## src/rtl/ifetch_prefetch.sv

```systemverilog
// Sequential instruction prefetcher: keeps a DEPTH-word FIFO filled ahead of the core. Hits return in 0 cycles.
// Backpressure: the core waits while s_bdone is low; memory holds this block's request until m_bdone.

module fifo #(
    parameter int W     = 32,
    parameter int DEPTH = 4
) (
    input  logic                   clk,
    input  logic                   rst_n,
    input  logic                   flush,
    input  logic                   wr_vld,
    input  logic [W-1:0]           wr_dat,
    input  logic                   rd_rdy,
    output logic [W-1:0]           rd_dat,
    output logic [$clog2(DEPTH):0] cnt
);
    localparam int          AW   = $clog2(DEPTH);
    localparam logic [AW:0] FULL = (AW+1)'(DEPTH);

    logic [W-1:0]  mem [DEPTH];
    logic [AW-1:0] wr_ptr;
    logic [AW-1:0] rd_ptr;
    logic          wr_ok;
    logic          rd_ok;

    // Writes into a full FIFO and reads from an empty one are dropped.
    assign wr_ok  = wr_vld && !flush && (cnt != FULL);
    assign rd_ok  = rd_rdy && !flush && (cnt != '0);
    assign rd_dat = mem[rd_ptr];

    always_ff @(posedge clk or negedge rst_n) begin
        if (!rst_n) begin
            wr_ptr <= '0;
            rd_ptr <= '0;
            cnt    <= '0;
        end else if (flush) begin
            wr_ptr <= '0;
            rd_ptr <= '0;
            cnt    <= '0;
        end else begin
            if (wr_ok) wr_ptr <= wr_ptr + AW'(1);
            if (rd_ok) rd_ptr <= rd_ptr + AW'(1);
            cnt <= cnt + (AW+1)'(wr_ok) - (AW+1)'(rd_ok);
        end
    end

    always_ff @(posedge clk) begin
        if (wr_ok) mem[wr_ptr] <= wr_dat;
    end
endmodule

module ifetch_prefetch #(
    parameter logic [31:0] RESET_ADDR = 32'h0000_0000,
    parameter int          DEPTH      = 4
) (
    input  logic        clk,
    input  logic        rst_n,
    input  logic        s_bstart,
    input  logic [31:0] s_addr,
    output logic [31:0] s_rdata,
    output logic        s_bdone,
    output logic        m_breq,
    output logic        m_bstart,
    output logic [31:0] m_addr,
    input  logic [31:0] m_rdata,
    input  logic        m_bdone
);
    localparam int          AW       = $clog2(DEPTH);
    localparam logic [AW:0] FULL     = (AW+1)'(DEPTH);
    localparam logic [31:0] RST_WORD = {RESET_ADDR[31:2], 2'b00};

    typedef enum logic [1:0] {IDLE, FETCH, DRAIN} state_t;

    state_t      state;
    state_t      state_nxt;
    logic [31:0] ha;
    logic [31:0] fa;
    logic [31:0] fa_inc;
    logic [31:0] s_word;
    logic [31:0] m_addr_nxt;
    logic        m_bstart_nxt;
    logic [AW:0] count;
    logic [AW:0] count_nxt;
    logic        start_ok;
    logic        addr_match;
    logic        hit;
    logic        redirect;
    logic        push;
    logic        unused_addr_bits;

    assign s_word           = {s_addr[31:2], 2'b00};
    assign unused_addr_bits = ^s_addr[1:0];
    assign fa_inc           = fa + 32'd4;

    assign addr_match = (s_addr[31:2] == ha[31:2]);
    assign hit        = s_bstart && addr_match && (count != '0);
    assign redirect   = s_bstart && !addr_match;
    // Data returning for a discarded or drained request never reaches the FIFO.
    assign push       = (state == FETCH) && m_bdone && !redirect;
    assign count_nxt  = count + (AW+1)'(push) - (AW+1)'(hit);

    assign s_bdone = hit;
    assign m_breq  = 1'b1;

    fifo #(
        .W     (32),
        .DEPTH (DEPTH)
    ) u_fifo (
        .clk    (clk),
        .rst_n  (rst_n),
        .flush  (redirect),
        .wr_vld (push),
        .wr_dat (m_rdata),
        .rd_rdy (hit),
        .rd_dat (s_rdata),
        .cnt    (count)
    );

    always_comb begin
        state_nxt    = state;
        m_bstart_nxt = m_bstart;
        m_addr_nxt   = m_addr;
        case (state)
            IDLE: begin
                // start_ok keeps the first request one cycle clear of reset release.
                if (start_ok && !redirect && (count != FULL)) begin
                    state_nxt    = FETCH;
                    m_bstart_nxt = 1'b1;
                    m_addr_nxt   = fa;
                end
            end
            FETCH: begin
                if (m_bdone) begin
                    if (redirect || (count_nxt == FULL)) begin
                        state_nxt    = IDLE;
                        m_bstart_nxt = 1'b0;
                    end else begin
                        m_addr_nxt = fa_inc;
                    end
                end else if (redirect) begin
                    state_nxt = DRAIN;
                end
            end
            DRAIN: begin
                if (m_bdone) begin
                    state_nxt    = IDLE;
                    m_bstart_nxt = 1'b0;
                end
            end
            default: begin
                state_nxt    = IDLE;
                m_bstart_nxt = 1'b0;
            end
        endcase
    end

    always_ff @(posedge clk or negedge rst_n) begin
        if (!rst_n) begin
            state    <= IDLE;
            start_ok <= 1'b0;
            ha       <= RST_WORD;
            fa       <= RST_WORD;
            m_bstart <= 1'b0;
            m_addr   <= RST_WORD;
        end else begin
            state    <= state_nxt;
            start_ok <= 1'b1;
            m_bstart <= m_bstart_nxt;
            m_addr   <= m_addr_nxt;
            if (redirect) begin
                ha <= s_word;
                fa <= s_word;
            end else begin
                if (hit)  ha <= ha + 32'd4;
                if (push) fa <= fa_inc;
            end
        end
    end
endmodule

```

## config.mk

```make
export PLATFORM = sky130hd
export DESIGN_NAME = ifetch_prefetch
export DESIGN_NICKNAME = d
export VERILOG_FILES = /design/src/rtl/ifetch_prefetch.sv
export SDC_FILE = /design/constraint.sdc
export NUM_CORES = 1
export LEC_CHECK = 0
export ABC_AREA = 0
export CELL_PAD_IN_SITES_DETAIL_PLACEMENT = 1
export CELL_PAD_IN_SITES_GLOBAL_PLACEMENT = 2
export CORE_ASPECT_RATIO = 1.75
export CORE_MARGIN = 1.5
export CORE_UTILIZATION = 41
export CTS_CLUSTER_DIAMETER = 120
export DETAILED_ROUTE_END_ITERATION = 12
export PLACE_DENSITY = 0.87
export SYNTH_ARGS = -nofsm -noshare
export SYNTH_HDL_FRONTEND = slang
export SYNTH_HIERARCHICAL = 1
export SYNTH_SLANG_ARGS = --single-unit
```

## constraint.sdc

```tcl
create_clock -name clk -period 12.7 [get_ports clk]
set_input_delay 2.54 -clock clk [delete_from_list [all_inputs] [get_ports clk]]
set_output_delay 2.54 -clock clk [all_outputs]
set_load 0.01 [all_outputs]
```

Word-level counts from Yosys, hierarchy flattened. Memory sizes are Yosys's and may differ from the RTL's. Cells that the tools add are included.

Bits in registers: 107. RAM bits: 128. Input bits: 68. Word-level logic and storage cells: 80. Memories kept: 1.

Memories: u_fifo.mem (depth 4, bits a word 32, read ports 1, clocked after memory_dff 0, wr ports 1, line 20) `logic [W-1:0] mem [DEPTH];`.

Add/sub/neg operators: 8. Eq/ne operators: 12. Mux-type cells: 26. Reductions and logical operators: 24.

Operators by type and width (count): $mux 32 (7); $add 32x3->32 const B (2); $pmux 32 s2 (1); $eq 30x30->1 (1); $mux 2 (9); $reduce_and 4->1 (3); $logic_and 1x1->1 (11); $reduce_bool 2->1 (5); $ne 2x2->1 const B (4); $add 3x1->3 (2); $mux 1 (6); $ne 3x3->1 const B (2); $pmux 2 s3 (1); $sub 3x1->3 (2); $add 2x1->2 const B (2); $eq 3x3->1 const B (1); $mux 3 (1); $ne 3x2->1 const B (1); $pmux 1 s3 (1); $reduce_bool 3->1 (1); $eq 2x1->1 const B (1); $eq 2x2->1 const B (1); $logic_not 1->1 (2); $logic_not 2->1 (1); 2 further kinds (2).

Longest topological paths before layout.
Word-level depth: 12. Gate-level depth with buffers: 19. Depth with buffers taken out: 16.

Modules after synthesis. Netlist, hierarchy kept.

Modules (own cells, without submodules): ifetch_prefetch (instances 1, cells each 641, area each 5846.9 um^2, seq. area each 2352.3 um^2); fifo (instances 1, cells each 211, area each 5129.9 um^2, seq. area each 4018.9 um^2).

Worst setup path before layout. Ideal clock, no wire load.

Path kind: input port to output port. Start point: in s_addr[26]. End point: out s_bdone. Arrival time: 3.917 ns. Setup slack: 6.243 ns. Stages: 7. Path through: xor2_1 > nor4_1 > and4_1 > buf_2 > nand2_1 > clkbuf_1 > nor2_1.

Word-level cells in the longest chain between the ends: 3.

Ends and longest elaborated chain: from (decl) (line 59) `input logic [31:0] s_addr,`; $eq 30x30->1 (line 95) `assign addr_match = (s_addr[31:2] == ha[31:2]);`; $logic_and 1x1->1 (2 in a row) (line 96) `assign hit = s_bstart && addr_match && (count != '0);`; to (decl) (line 61) `output logic s_bdone,`.

No other way between the ends.

Worst setup path in the final report.
Start point: in s_addr[16]. End point: out s_bdone.

The elaborated chain is that of the path after synthesis.

==> flow_summary.ini <==
[run]
max-cap-violations = 0

[cells_and_area]
fin_cells = 1312
diodes = 0
area_growth_pct = 20.0
final_util_pct = 49.7
drive_above_1_share_pct = 10.3
nNetsFinal = 1052
final_area_um2 = 13200

[yosys]
synth_flop_cell = edfxtp_1
ys_ff_latch = 229
yosysWarnings = 6
synthDistinctLibCells = 71
synth_most_common_cell = edfxtp_1
synth_edf_count = 128
yosysTopAreaCell = edfxtp_1
synth_top_area_share_pct = 35.0
synth_top_cells_by_area = edfxtp_1 (35%), dfrtp_1 (23%), mux4_2 (5.7%)
ys_async_sr_fraction_pct = 44.1
netlist_instances = 852
syn_area_um2 = 11000
synthesis.area_per_instance_um2 = 12.9
synth-seq-area-share_pct = 58.0
synth_commonest_cells = edfxtp_1 (128), dfrtp_1 (101), nand2_1 (68), nor2_1 (68), xor2_1 (66)

[grt]
grt_pass1_wl_um = 43600
antenna_found_initial = 0
grt_max_degree = 64
grt_pass1_vias = 7752
grt_overflow = 0
grt_usage_pct = 20.4

[timing]
timing.fmax_mhz = 117
finalHoldViolCount = 0
tns_ns = 0
clock_skew_ns = 0.0126
rsz0062_at_grt = no
hold_ws_ns = 0.486
post-route-min-period_ns = 8.58
finalSetupViolCount = 0
slew_viol_final = 0
timing.slew.headroom_pct = 30.4
worstMarginPinSlew_ns = 1.03
fin_crit_sh_pct = 67.6

[route]
wl_met1_um = 10400
first_iter_violations = 239
drc = 0
wl_met2_um = 15300
dr.pass1.iters = 4
vias = 7199
drt-total-wl_um = 27700
viasPerCell = 5.49
highest_layer = met4
ant_nets = 0
wl_met3_um = 857
wl_per_cell_um = 21.1

[setup_path]
rrSetupSlack_ns = 7.10
crit_path_max_fanout = 21
timing.rr.start = ha[16]
timing.rr.end = m_addr[5]
critical_path_required_ns = 10.16
worstSetupPathType = primary input to primary output
cp-end-kind = primary output
rr_worst_depth = 15
cp.arrival_ns = 6.04
critPathLaunch = s_addr[16]
cp-start-kind = primary input

[power_and_ir_drop]
leakagePower_nw = 4.65
power.density_nw_per_um2 = 133
peakVddDrop_mv = 0.0875

[place]
port-buffer-count = 129
place_area_um2 = 12500
dp_cells = 1271
gp_congestion = 0.892
hpwl_um = 20300

[clocking]
cts.sinks = 229
cts_root_buf = clkbuf_16
postCtsSetupBuffers = 0
postCtsHoldBufs = 0
cts_buffer_depth = 3
cts_tree = done
cts_made_buffers = 23
htreeDepth = 1
cts.clk_slew.worst_paths_ns = 0.06
ctsResizeCount = 0
clock_latency_ns = 0.52

[worst_hold_path]
hold_path_class = flip-flop to flip-flop
min_path_cells = 1
min_to = m_addr[13]
hp-start = m_addr[13]

[status]
run_status = completed

[floorplanning]
die_w_um = 127
initial_core_util_pct = 41.4
io_pins = 135
die_area_um2 = 27800
core_um2 = 26500
rows = 79
die_h_um = 219
-- worst max-delay path: stages --
cell and delay (ns):
clkdlybuf4s50_1 0.49, xor2_1 0.20, nor4_1 0.58, and4_1 0.42
nand2_1 0.55, nor2_1 0.61, clkdlybuf4s50_1 0.64
-- cells in the final DEF (no fill, tap or decap), drive strengths merged, types with 7 or more instances in the layout --
cell type,count
a211oi,7
a21oi,43
and2,7
and3,13
buf,10
clkbuf,28
clkdlybuf4s50,128
dfrtp,101
edfxtp,128
ha,10
inv,28
mux2,29
mux4,32
nand2,68
nand2b,7
nand3,34
nand4,17
nor2,72
nor3,19
nor4,15
o21a,8
o21ai,12
o221a,7
xnor2,28
xor2,66
-- report_power, final --
group	switching [W]	internal, W	leakage (nW)	total [W]
Sequential	0.0000433	0.000833	2.32	0.000876
Clock	0.000291	0.000359	0.337	0.000651
Combinational	0.000112	0.000117	1.99	0.000229
Total	0.000446	0.00131	4.65	0.00176
-- how the worst max path moves through the flow --
stage	endpoint	cells past startpoint
3_5_place_dp	s_bdone	7
5_1_grt	s_bdone	7
4_1_cts	s_bdone	7
6_report	s_bdone	7
2_1_floorplan	s_bdone	7
3_3_place_gp	s_bdone	7
-- layer usage --
layer | vias up | track usage, %
met5 | - | 0
met4 | 0 | 9.39
met3 | 52 | 2.26
met2 | 171 | 39.7
met1 | 3625 | 21.8
li1 | 3351 | -
-- final cells by class --
cell class                 count  area [µm²]
fill                        2722       13300
sequential                   229        6370
multi-input combinational    555        4240
timing repair buffer         138        1360
clock buffer                  28         594
tap                          324         405
clock inverter                13         118
inverter                      25        93.8
-- cells by family (layout without fill, tap and decap cells) --
logic type / count (synthesis) / count (layout) / share of synthesized area, %
compound gates: 112 / 112 / 7.15
xor+xnor: 94 / 94 / 7.50
simple gates: 269 / 269 / 12.3
other cells: 2 / 4 / 0.0684
buf+inv: 70 / 204 / 3.49
mux: 63 / 63 / 9.86
fa+ha+maj: 13 / 13 / 1.60
flops: 229 / 229 / 58.0
-- registers in the layout, summed over array words and instances, names as in the netlist --
register / flops
m_addr: 30
m_bstart: 1
start_ok: 1
u_fifo/wr_ptr: 2
fa: 30
state: 2
u_fifo/cnt: 3
u_fifo/mem: 128
ha: 30
u_fifo/rd_ptr: 2
-- per-stage QoR --
step	power (W)	setup WS, ns
after floorplan	0.000990	6.24
after global placement	0.00112	4.16
after detailed placement	0.00112	4.16
after CTS	0.00178	4.15
after global routing	0.00182	3.93
final	0.00176	4.12
No activity file was read; power rests on OpenSTA's default activity.
